==> config.mk <==
export PLATFORM = sky130hd
export DESIGN_NAME = sd_bus_sampler
export DESIGN_NICKNAME = d
export VERILOG_FILES = /design/src/rtl/sd_bus_sampler.sv
export SDC_FILE = /design/constraint.sdc
export NUM_CORES = 1
export LEC_CHECK = 0
export ABC_CLOCK_PERIOD_IN_PS = 1900
export BUFFER_PORTS_ARGS = -buffer_cell sky130_fd_sc_hd__buf_2
export CAP_MARGIN = 40
export CELL_PAD_IN_SITES_DETAIL_PLACEMENT = 0
export CELL_PAD_IN_SITES_GLOBAL_PLACEMENT = 1
export CORE_MARGIN = 4
export CORE_UTILIZATION = 41
export DETAILED_ROUTE_END_ITERATION = 7
export MAX_ROUTING_LAYER = met4
export PLACE_DENSITY = 0.78
export SLEW_MARGIN = 20
export SYNTH_ARGS = -nofsm -noshare
export SYNTH_HDL_FRONTEND = slang
export SYNTH_SLANG_ARGS = --single-unit
==> constraint.sdc <==
create_clock -name i_clk -period 1.9 [get_ports i_clk]
set_input_delay 0.285 -clock i_clk [delete_from_list [all_inputs] [get_ports i_clk]]
set_output_delay 0.285 -clock i_clk [all_outputs]
set_load 0.01 [all_outputs]
==> src/rtl/sd_bus_sampler.sv <==
// sd_bus_sampler: oversamples the SD CLK/CMD/DAT pins in the core clock domain.
// The SD CLK is synchronized and glitch-filtered into rise/fall strobes. CMD/DAT
// are captured at each filtered rise, the SD CLK period is measured, and loss
// of SD CLK is flagged.
//   i_clk, i_rst          core clock, async active-high reset
//   i_sd_clk/cmd/dat      raw asynchronous SD pins
//   o_rise, o_fall        one-cycle filtered edge strobes
//   o_cmd, o_dat          CMD/DAT sampled at the last rise
//   o_period(_valid)      i_clk cycles between the last two rises
//   o_active              SD CLK present
module sd_bus_sampler #(
  parameter int unsigned SYNC_STAGES = 2,
  parameter int unsigned FILT        = 2,
  parameter int unsigned PERIOD_W    = 16,
  parameter int unsigned TIMEOUT     = 1024
) (
  input  logic                i_clk,
  input  logic                i_rst,
  input  logic                i_sd_clk,
  input  logic                i_sd_cmd,
  input  logic [3:0]          i_sd_dat,
  output logic                o_rise,
  output logic                o_fall,
  output logic                o_cmd,
  output logic [3:0]          o_dat,
  output logic [PERIOD_W-1:0] o_period,
  output logic                o_period_valid,
  output logic                o_active
);

  localparam int unsigned DW  = 5;
  localparam int unsigned FCW = (FILT > 1) ? $clog2(FILT) : 1;
  localparam logic [PERIOD_W-1:0] CYC_MAX = '1;
  localparam logic [PERIOD_W-1:0] CYC_TO  = PERIOD_W'(TIMEOUT);

  typedef enum logic {ST_IDLE, ST_ACTIVE} state_t;

  logic [SYNC_STAGES-1:0] r_clk_sync;
  logic [DW-1:0]          r_dat_sync [SYNC_STAGES];
  logic                   w_clk_s;
  logic [DW-1:0]          w_dat_s;
  logic [DW-1:0]          w_tap;

  logic                   r_level;
  logic [FCW-1:0]         r_fcnt;
  logic [FCW-1:0]         w_fcnt_next;
  logic                   w_toggle;
  logic                   w_rise;
  logic                   w_fall;

  state_t                 r_state, w_state_next;
  logic [PERIOD_W-1:0]    r_cyc, w_cyc_next;
  logic [PERIOD_W-1:0]    r_period, w_period_next;
  logic                   r_valid, w_valid_next;
  logic                   r_active, w_active_next;
  logic                   r_rise, r_fall;
  logic [DW-1:0]          r_cap;

  // Identical synchronizer chains keep CLK and data pins aligned
  always_ff @(posedge i_clk or posedge i_rst) begin
    if (i_rst) begin
      r_clk_sync <= '0;
      for (int unsigned i = 0; i < SYNC_STAGES; i++) r_dat_sync[i] <= '0;
    end else begin
      r_clk_sync    <= {r_clk_sync[SYNC_STAGES-2:0], i_sd_clk};
      r_dat_sync[0] <= {i_sd_cmd, i_sd_dat};
      for (int unsigned i = 1; i < SYNC_STAGES; i++) r_dat_sync[i] <= r_dat_sync[i-1];
    end
  end

  assign w_clk_s = r_clk_sync[SYNC_STAGES-1];
  assign w_dat_s = r_dat_sync[SYNC_STAGES-1];

  // Tap = data seen alongside the first differing CLK sample (FILT-1 cycles back)
  if (FILT == 1) begin : g_tap_direct
    assign w_tap = w_dat_s;
  end else begin : g_tap_dly
    logic [DW-1:0] r_dly [FILT-1];
    always_ff @(posedge i_clk or posedge i_rst) begin
      if (i_rst) begin
        for (int unsigned i = 0; i < FILT-1; i++) r_dly[i] <= '0;
      end else begin
        r_dly[0] <= w_dat_s;
        for (int unsigned i = 1; i < FILT-1; i++) r_dly[i] <= r_dly[i-1];
      end
    end
    assign w_tap = r_dly[FILT-2];
  end

  // Glitch filter: level follows the synced CLK only after FILT agreeing samples
  always_comb begin
    w_toggle    = 1'b0;
    w_fcnt_next = '0;
    if (w_clk_s != r_level) begin
      if (r_fcnt == FCW'(FILT-1)) w_toggle = 1'b1;
      else                        w_fcnt_next = r_fcnt + FCW'(1);
    end
  end

  assign w_rise = w_toggle & ~r_level;
  assign w_fall = w_toggle &  r_level;

  // Next state, period/watchdog counter and reported measurement
  always_comb begin
    w_state_next  = r_state;
    w_active_next = r_active;
    w_period_next = r_period;
    w_valid_next  = r_valid;
    w_cyc_next    = (r_cyc == CYC_MAX) ? r_cyc : r_cyc + PERIOD_W'(1);
    if (w_rise) w_cyc_next = PERIOD_W'(1);
    case (r_state)
      ST_IDLE: begin
        w_valid_next = 1'b0;
        if (w_rise) begin
          w_state_next  = ST_ACTIVE;
          w_active_next = 1'b1;
        end
      end
      ST_ACTIVE: begin
        // A rise on the timeout cycle takes priority over declaring loss
        if (w_rise) begin
          w_period_next = r_cyc;
          w_valid_next  = 1'b1;
        end else if (r_cyc >= CYC_TO) begin
          w_state_next  = ST_IDLE;
          w_active_next = 1'b0;
          w_valid_next  = 1'b0;
        end
      end
      default: begin
        w_state_next  = ST_IDLE;
        w_active_next = 1'b0;
        w_valid_next  = 1'b0;
      end
    endcase
  end

  // State and output registers
  always_ff @(posedge i_clk or posedge i_rst) begin
    if (i_rst) begin
      r_state  <= ST_IDLE;
      r_level  <= 1'b0;
      r_fcnt   <= '0;
      r_cyc    <= '0;
      r_period <= '0;
      r_valid  <= 1'b0;
      r_active <= 1'b0;
      r_rise   <= 1'b0;
      r_fall   <= 1'b0;
      r_cap    <= '0;
    end else begin
      r_state  <= w_state_next;
      r_level  <= r_level ^ w_toggle;
      r_fcnt   <= w_fcnt_next;
      r_cyc    <= w_cyc_next;
      r_period <= w_period_next;
      r_valid  <= w_valid_next;
      r_active <= w_active_next;
      r_rise   <= w_rise;
      r_fall   <= w_fall;
      if (w_rise) r_cap <= w_tap;
    end
  end

  assign o_rise         = r_rise;
  assign o_fall         = r_fall;
  assign o_cmd          = r_cap[4];
  assign o_dat          = r_cap[3:0];
  assign o_period       = r_period;
  assign o_period_valid = r_valid;
  assign o_active       = r_active;

endmodule

==> results.py, run 1 <==
metrics = {
    "worst_setup_path": {
        "critical_path_class": "flip-flop to flip-flop",
        "worstPathArrival_ps": 1970,
        "r2r.worst_path.cells": 6,
        "required_ps": 2150,
        "critical-path-max-stage-delay_ps": 380,
        "cp_num_buf_inv": 1,
        "reg2reg_slack_ps": 180,
        "crit_path_cell_trace": "ha_1 > nand4_2 > nor4_2 > buf_4 > nor4b_1 > mux2i_1",
        "cp_top_family": "simple AND/OR/NAND/NOR gates",
        "end_kind": "flip-flop",
        "rr_startpoint": "r_cyc[0]$_DFFE_PP0P_",
        "reg2reg_to": "r_cyc[9]$_DFFE_PP0P_",
        "crit_slowest_cell": "dfrtp_1",
        "start_kind": "flip-flop",
        "cp_max_fo": 12,
    },
    "die": {
        "rows": 27,
        "dieWidth_um": 85.0,
        "initial_core_util": 0.430,
        "coreArea_mm2": 0.00564,
        "dieArea_mm2": 0.00722,
        "ioPinCount": 33,
        "dieHeight_um": 85.0,
    },
    "grt": {
        "grt-ovfl-total": 0,
        "grt_pass1_wl_um": 7560,
        "grt_max_degree": 62,
        "antenna_found_initial": 0,
        "grt_usage": 0.136,
        "grt_pass1_vias": 1613,
    },
    "cts": {
        "cts_buffers": 9,
        "htreeDepth": 3,
        "clkSinkCount": 61,
        "clockRootBuffer": "clkbuf_8",
        "clkTransAtPathRegs_ps": 70,
        "cts_tree": "yes",
        "clockBufferDepth": 2,
        "cts_resized": 0,
        "clk_latency_ps": 330,
        "post_cts_buffers": 0,
    },
    "final_layout": {
        "layout-drive-gt1-share": 0.313,
        "final_util": 0.522,
        "nets": 249,
        "layout_common_cells": "dfrtp_1 (61), buf_2 (32), nand2_1 (26)",
        "n_antenna_cell": 0,
        "syn_to_final_growth_pct": 21.2,
        "design_area_mm2": 0.00294,
        "final_common_cell": "dfrtp_1",
    },
    "detailed_routing": {
        "via_per_inst": 5.12,
        "drc": 0,
        "drt-pass1-iter-count": 4,
        "drt_iter0_markers": 73,
        "via_count": 1614,
        "avgRoutedWirePerCell_um": 13.6,
        "drt_wl_total_um": 4270,
        "postRouteAntennaNets": 0,
    },
    "timing": {
        "period_needed_ps": 1720,
        "slew_viol_final": 0,
        "hold_slack_ps": 56.5,
        "rsz0062_at_grt": "false",
        "worst_pin_slew_ps": 416,
        "skew_ps": 10.2,
        "max_freq_mhz": 582,
        "setup_tns_ps": 0,
        "slew_headroom": 0.722,
        "hold_viol_final": 0,
        "min_period_over_period": 0.905,
        "finalSetupViolations": 0,
    },
    "power": {
        "p_leak_uw": 0.00147,
        "peakVddDrop_mv": 0.610,
        "pwr_density_cell_mw_per_mm2": 1240,
    },
    "worst_hold_path": {
        "min_path_cells": 1,
        "hp-start": "i_sd_cmd",
        "hold_class": "input pin to flip-flop",
        "min_to": "r_dat_sync[9]$_DFF_PP0_",
    },
    "run": {
        "timing.max_cap.violations": 0,
    },
    "synth": {
        "synth_ff_type": "dfrtp_1",
        "synth-seq-cells": 61,
        "synth-async-reset-ratio": 1.00,
        "synth_area_per_cell_um2": 12.6,
        "synth-edff-count": 0,
        "yosysUniqueCellTypes": 42,
        "synthCells": 193,
        "syn_area_mm2": 0.00243,
        "synth-seq-area-share": 0.629,
        "yosys_warnings": 0,
        "synth_nets": 203,
    },
    "placement": {
        "dpl-instance-area_mm2": 0.00272,
        "port_buffers": 32,
        "gp_congestion": 0.780,
        "dp_hpwl_um": 2780,
    },
    "outcome": {
        "status": "completed",
    },
}
cells by family (layout without fill, tap and decap cells):
logic type / Yosys count / in the layout / synth area share
simple gates: 69 / 69 / 0.158
flops: 61 / 61 / 0.629
compound gates: 23 / 23 / 0.0716
mux: 21 / 21 / 0.0948
buf+inv: 15 / 65 / 0.0299
fa+ha+maj: 2 / 2 / 0.0103
xor+xnor: 2 / 2 / 0.00721
power by group:
part | internal, uW | switching, uW | leakage [uW] | total, uW
clock network | 730 | 495 | 0.000101 | 1220
logic | 336 | 415 | 0.000595 | 750
registers | 1520 | 159 | 0.000776 | 1680
stage by stage:
stage	instances	setup WS, ps	power (uW)
after floorplan	193	102	2150
after detailed placement	299	187	2470
after CTS	315	176	3720
after global routing	315	76.3	3890
after global placement	299	228	2450
final	315	180	3650
synth_stat cells, drive strengths merged, types with 2 or more instances:
library cell   n  area, um^2
xnor2          2        17.5
nand2b         2        12.5
nor2           9        33.8
a31oi          3        18.8
o211a          2        20.0
nand4          6        50.0
clkbuf         3        12.5
nor3           2        10.0
and3           3        18.8
o21ai          7        35.0
inv            7        26.3
or3            3        18.8
a21oi          5        25.0
mux2          16         180
ha             2        25.0
mux2i          5        50.1
dfrtp         61        1530
buf            5        33.8
nand3          8        45.0
nor4           4        31.3
nand2         27         104
area by class of cell:
cell class              instances  area (um^2)
clock buffers                   9          124
clock inverters                 6         88.8
fillers                       510         2700
inverters                       7         26.3
multi-input cells             117          830
flip-flops and latches         61         1530
well taps                      72         90.1
repair buffers                 43          258
flip-flops by register name (all words and copies together), names as in the netlist, named ones only:
register and count:
g_tap_dly.r_dly 5, o_active 1, o_fall 1, o_period 16, o_period_valid 1, o_rise 1, r_cap 5, r_clk_sync 2
r_cyc 16, r_dat_sync 5, r_fcnt 1, r_state 1, w_dat_s 5
routing by layer:
layer,share of wire,GRT usage,vias to the layer above
met5,0,-,-
met4,0.0098,0.0475,0
met3,0.059,0.0573,6
met2,0.49,0.210,48
met1,0.44,0.160,787
li1,-,-,773
worst max-delay path by stage:
stage / from / to / slack, ps / cells after the start
detailed placement: r_cyc[0]$_DFFE_PP0P_ / r_cyc[9]$_DFFE_PP0P_ / 190 / 6
global route: r_cyc[0]$_DFFE_PP0P_ / r_cyc[9]$_DFFE_PP0P_ / 80 / 6
global placement: r_cyc[0]$_DFFE_PP0P_ / r_cyc[9]$_DFFE_PP0P_ / 230 / 6
CTS: r_cyc[0]$_DFFE_PP0P_ / r_cyc[9]$_DFFE_PP0P_ / 180 / 6
finish: r_cyc[0]$_DFFE_PP0P_ / r_cyc[9]$_DFFE_PP0P_ / 180 / 6
floorplan: i_rst / asynchronous set/reset pin / 100 / 1
repair_timing:
item,in CTS,in global routing
setup endpoints to repair,0,0
hold buffers,1,0
endpoints found under the hold margin,8,0
No activity file was read; power rests on OpenSTA's default activity.
==> inputs of run 2 (changes only) <==
==> config.mk (replaced) <==
export PLATFORM = sky130hd
export DESIGN_NAME = sd_bus_sampler
export DESIGN_NICKNAME = d
export VERILOG_FILES = /design/src/rtl/sd_bus_sampler.sv
export SDC_FILE = /design/constraint.sdc
export NUM_CORES = 1
export LEC_CHECK = 0
export ABC_CLOCK_PERIOD_IN_PS = 2100
export BUFFER_PORTS_ARGS = -buffer_cell sky130_fd_sc_hd__clkbuf_2
export CAP_MARGIN = 40
export CELL_PAD_IN_SITES_DETAIL_PLACEMENT = 0
export CELL_PAD_IN_SITES_GLOBAL_PLACEMENT = 1
export CORE_MARGIN = 4
export CORE_UTILIZATION = 49
export DETAILED_ROUTE_END_ITERATION = 7
export MAX_ROUTING_LAYER = met4
export PLACE_DENSITY = 0.87
export SLEW_MARGIN = 20
export SYNTH_ARGS = -nofsm -noshare
export SYNTH_HDL_FRONTEND = slang
export SYNTH_SLANG_ARGS = --single-unit
==> constraint.sdc (replaced) <==
create_clock -name i_clk -period 2.1 [get_ports i_clk]
set_input_delay 0.315 -clock i_clk [delete_from_list [all_inputs] [get_ports i_clk]]
set_output_delay 0.315 -clock i_clk [all_outputs]
set_load 0.01 [all_outputs]
==> results.py, run 2 (synthesis results as in run 1) <==
metrics = {
    "final_layout": {
        "n_antenna_cell": 0,
        "design_area_mm2": 0.00286,
        "nFillCells": 432,
        "nets": 242,
        "syn_to_final_growth_pct": 17.8,
        "layout_common_cells": "dfrtp_1 (61), clkbuf_2 (32), nand2_1 (26), clkbuf_8 (10)",
        "layout-drive-gt1-share": 0.295,
        "final_common_cell": "dfrtp_1",
    },
    "worst_setup_path": {
        "critPathLaunch": "r_cyc[1]$_DFFE_PP0P_",
        "crit_slowest_cell": "dfrtp_1",
        "start_kind": "flip-flop",
        "end_kind": "flip-flop",
        "rr_startpoint": "r_cyc[1]$_DFFE_PP0P_",
        "crit_path_cell_trace": "ha_1 > nand4_2 > a311oi_2 > a31oi_1 > a41o_1",
        "critical-path-max-stage-delay_ps": 470,
        "required_ps": 2320,
        "cp_max_fo": 7,
        "reg2reg_slack_ps": 240,
        "worstPathArrival_ps": 2080,
        "critical_path_class": "flip-flop to flip-flop",
    },
    "detailed_routing": {
        "avgRoutedWirePerCell_um": 13.2,
        "drc": 0,
        "drt_wl_total_um": 4000,
        "drt_iter0_markers": 148,
        "via_per_inst": 5.14,
        "drt-pass1-iter-count": 4,
        "postRouteAntennaNets": 0,
        "via_count": 1562,
    },
    "power": {
        "pwr_density_cell_mw_per_mm2": 1100,
        "sw_frac_of_total": 0.298,
        "combinationalPowerShare": 0.190,
        "p_leak_uw": 0.00143,
        "peakVddDrop_mv": 0.775,
        "clockPowerShare": 0.316,
        "switchingPower_uw": 940,
        "power_uw": 3150,
        "intPower_uw": 2210,
        "pwr-share-seq": 0.494,
    },
    "cts": {
        "clkTransAtPathRegs_ps": 60,
        "post_cts_buffers": 0,
        "clockBufferDepth": 2,
        "clk_latency_ps": 330,
        "cts_tree": "yes",
        "clockRootBuffer": "clkbuf_8",
        "clkSinkCount": 61,
        "htreeDepth": 3,
        "cts_buffers": 9,
        "hold_buffers": 0,
        "cts_resized": 0,
    },
    "outcome": {
        "status": "completed",
    },
    "die": {
        "dieArea_mm2": 0.00615,
        "initial_core_util": 0.511,
        "ioPinCount": 33,
        "coreArea_mm2": 0.00475,
        "rows": 25,
        "dieWidth_um": 78.4,
        "dieHeight_um": 78.4,
    },
    "timing": {
        "period_needed_ps": 1860,
        "finalSetupViolations": 0,
        "max_freq_mhz": 538,
        "slew_viol_final": 0,
        "skew_ps": 8.62,
        "rsz0062_at_grt": "false",
        "hold_viol_final": 0,
        "min_period_over_period": 0.885,
        "slew_headroom": 0.714,
        "worst_pin_slew_ps": 427,
        "setup_tns_ps": 0,
    },
    "grt": {
        "grt_pass1_wl_um": 6940,
        "grt_pass1_vias": 1493,
        "antenna_found_initial": 0,
        "grt_usage": 0.151,
        "grt_max_degree": 62,
        "grt-ovfl-total": 0,
    },
    "placement": {
        "dp_hpwl_um": 2570,
        "gp_congestion": 0.861,
        "dpl-instance-area_mm2": 0.00267,
        "port_buffers": 32,
    },
    "run": {
        "timing.max_cap.violations": 0,
    },
    "worst_hold_path": {
        "hold_class": "input pin to asynchronous set/reset pin",
    },
}
==> run 2: cell type report <==
type	count	area, um^2	share of cell area
inverters	7	26.3	0.00919
repair buffers	36	203	0.0709
flip-flops and latches	61	1530	0.534
multi-input cells	117	830	0.290
clock inverters	5	50.0	0.0175
clock buffers	11	141	0.0494
well taps	67	83.8	0.0293
==> run 2: power groups by stage <==
stage               clock network (uW)  logic (uW)  registers (uW)
detailed placement                   0         616            1580
global placement                     0         598            1570
global route                      1100         680            1600
CTS                               1030         620            1560
finish                             995         600            1560
floorplan                            0         353            1590
==> run 2: layer usage <==
| layer | part of all wire | global-route usage | wire [um] | vias to the layer above |
|---|---|---|---|---|
| met5 | 0 | - | 0 | - |
| met4 | 0.013 | 0.0787 | 54 | 0 |
| met3 | 0.040 | 0.0436 | 162 | 7 |
| met2 | 0.47 | 0.227 | 1890 | 33 |
| met1 | 0.47 | 0.187 | 1890 | 762 |
| li1 | - | - | - | 760 |
==> run 2: path summary, 6_finish.rpt <==
check                                          endpoint  depth (start not counted)
hold / removal                     w_dat_s[1]$_DFF_PP0_                          3
hold reg to reg            g_tap_dly.r_dly[4]$_DFF_PP0_                          0
min in group i_clk              r_dat_sync[7]$_DFF_PP0_                          1
setup / recovery                  r_cyc[10]$_DFFE_PP0P_                          5
max in group asynchronous      o_period[12]$_DFFE_PP0P_                          3
setup reg to reg                  r_cyc[10]$_DFFE_PP0P_                          5
==> run 2: critical path, delay by kind of cell (launching register included) <==
kind	cells	cell delay, ps
compound gates	3	770
simple gates	1	230
fa+ha+maj	1	280
flops	1	470
==> run 2: metrics by stage <==
step	util	hold WS [ps]	cells	setup WS, ps
final	0.602	21.5	304	242
after global routing	0.602	50.5	304	65.7
after CTS	0.602	30.3	304	245
after detailed placement	0.561	335	288	269
after global placement	0.561	332	288	338
after floorplan	-	331	193	272
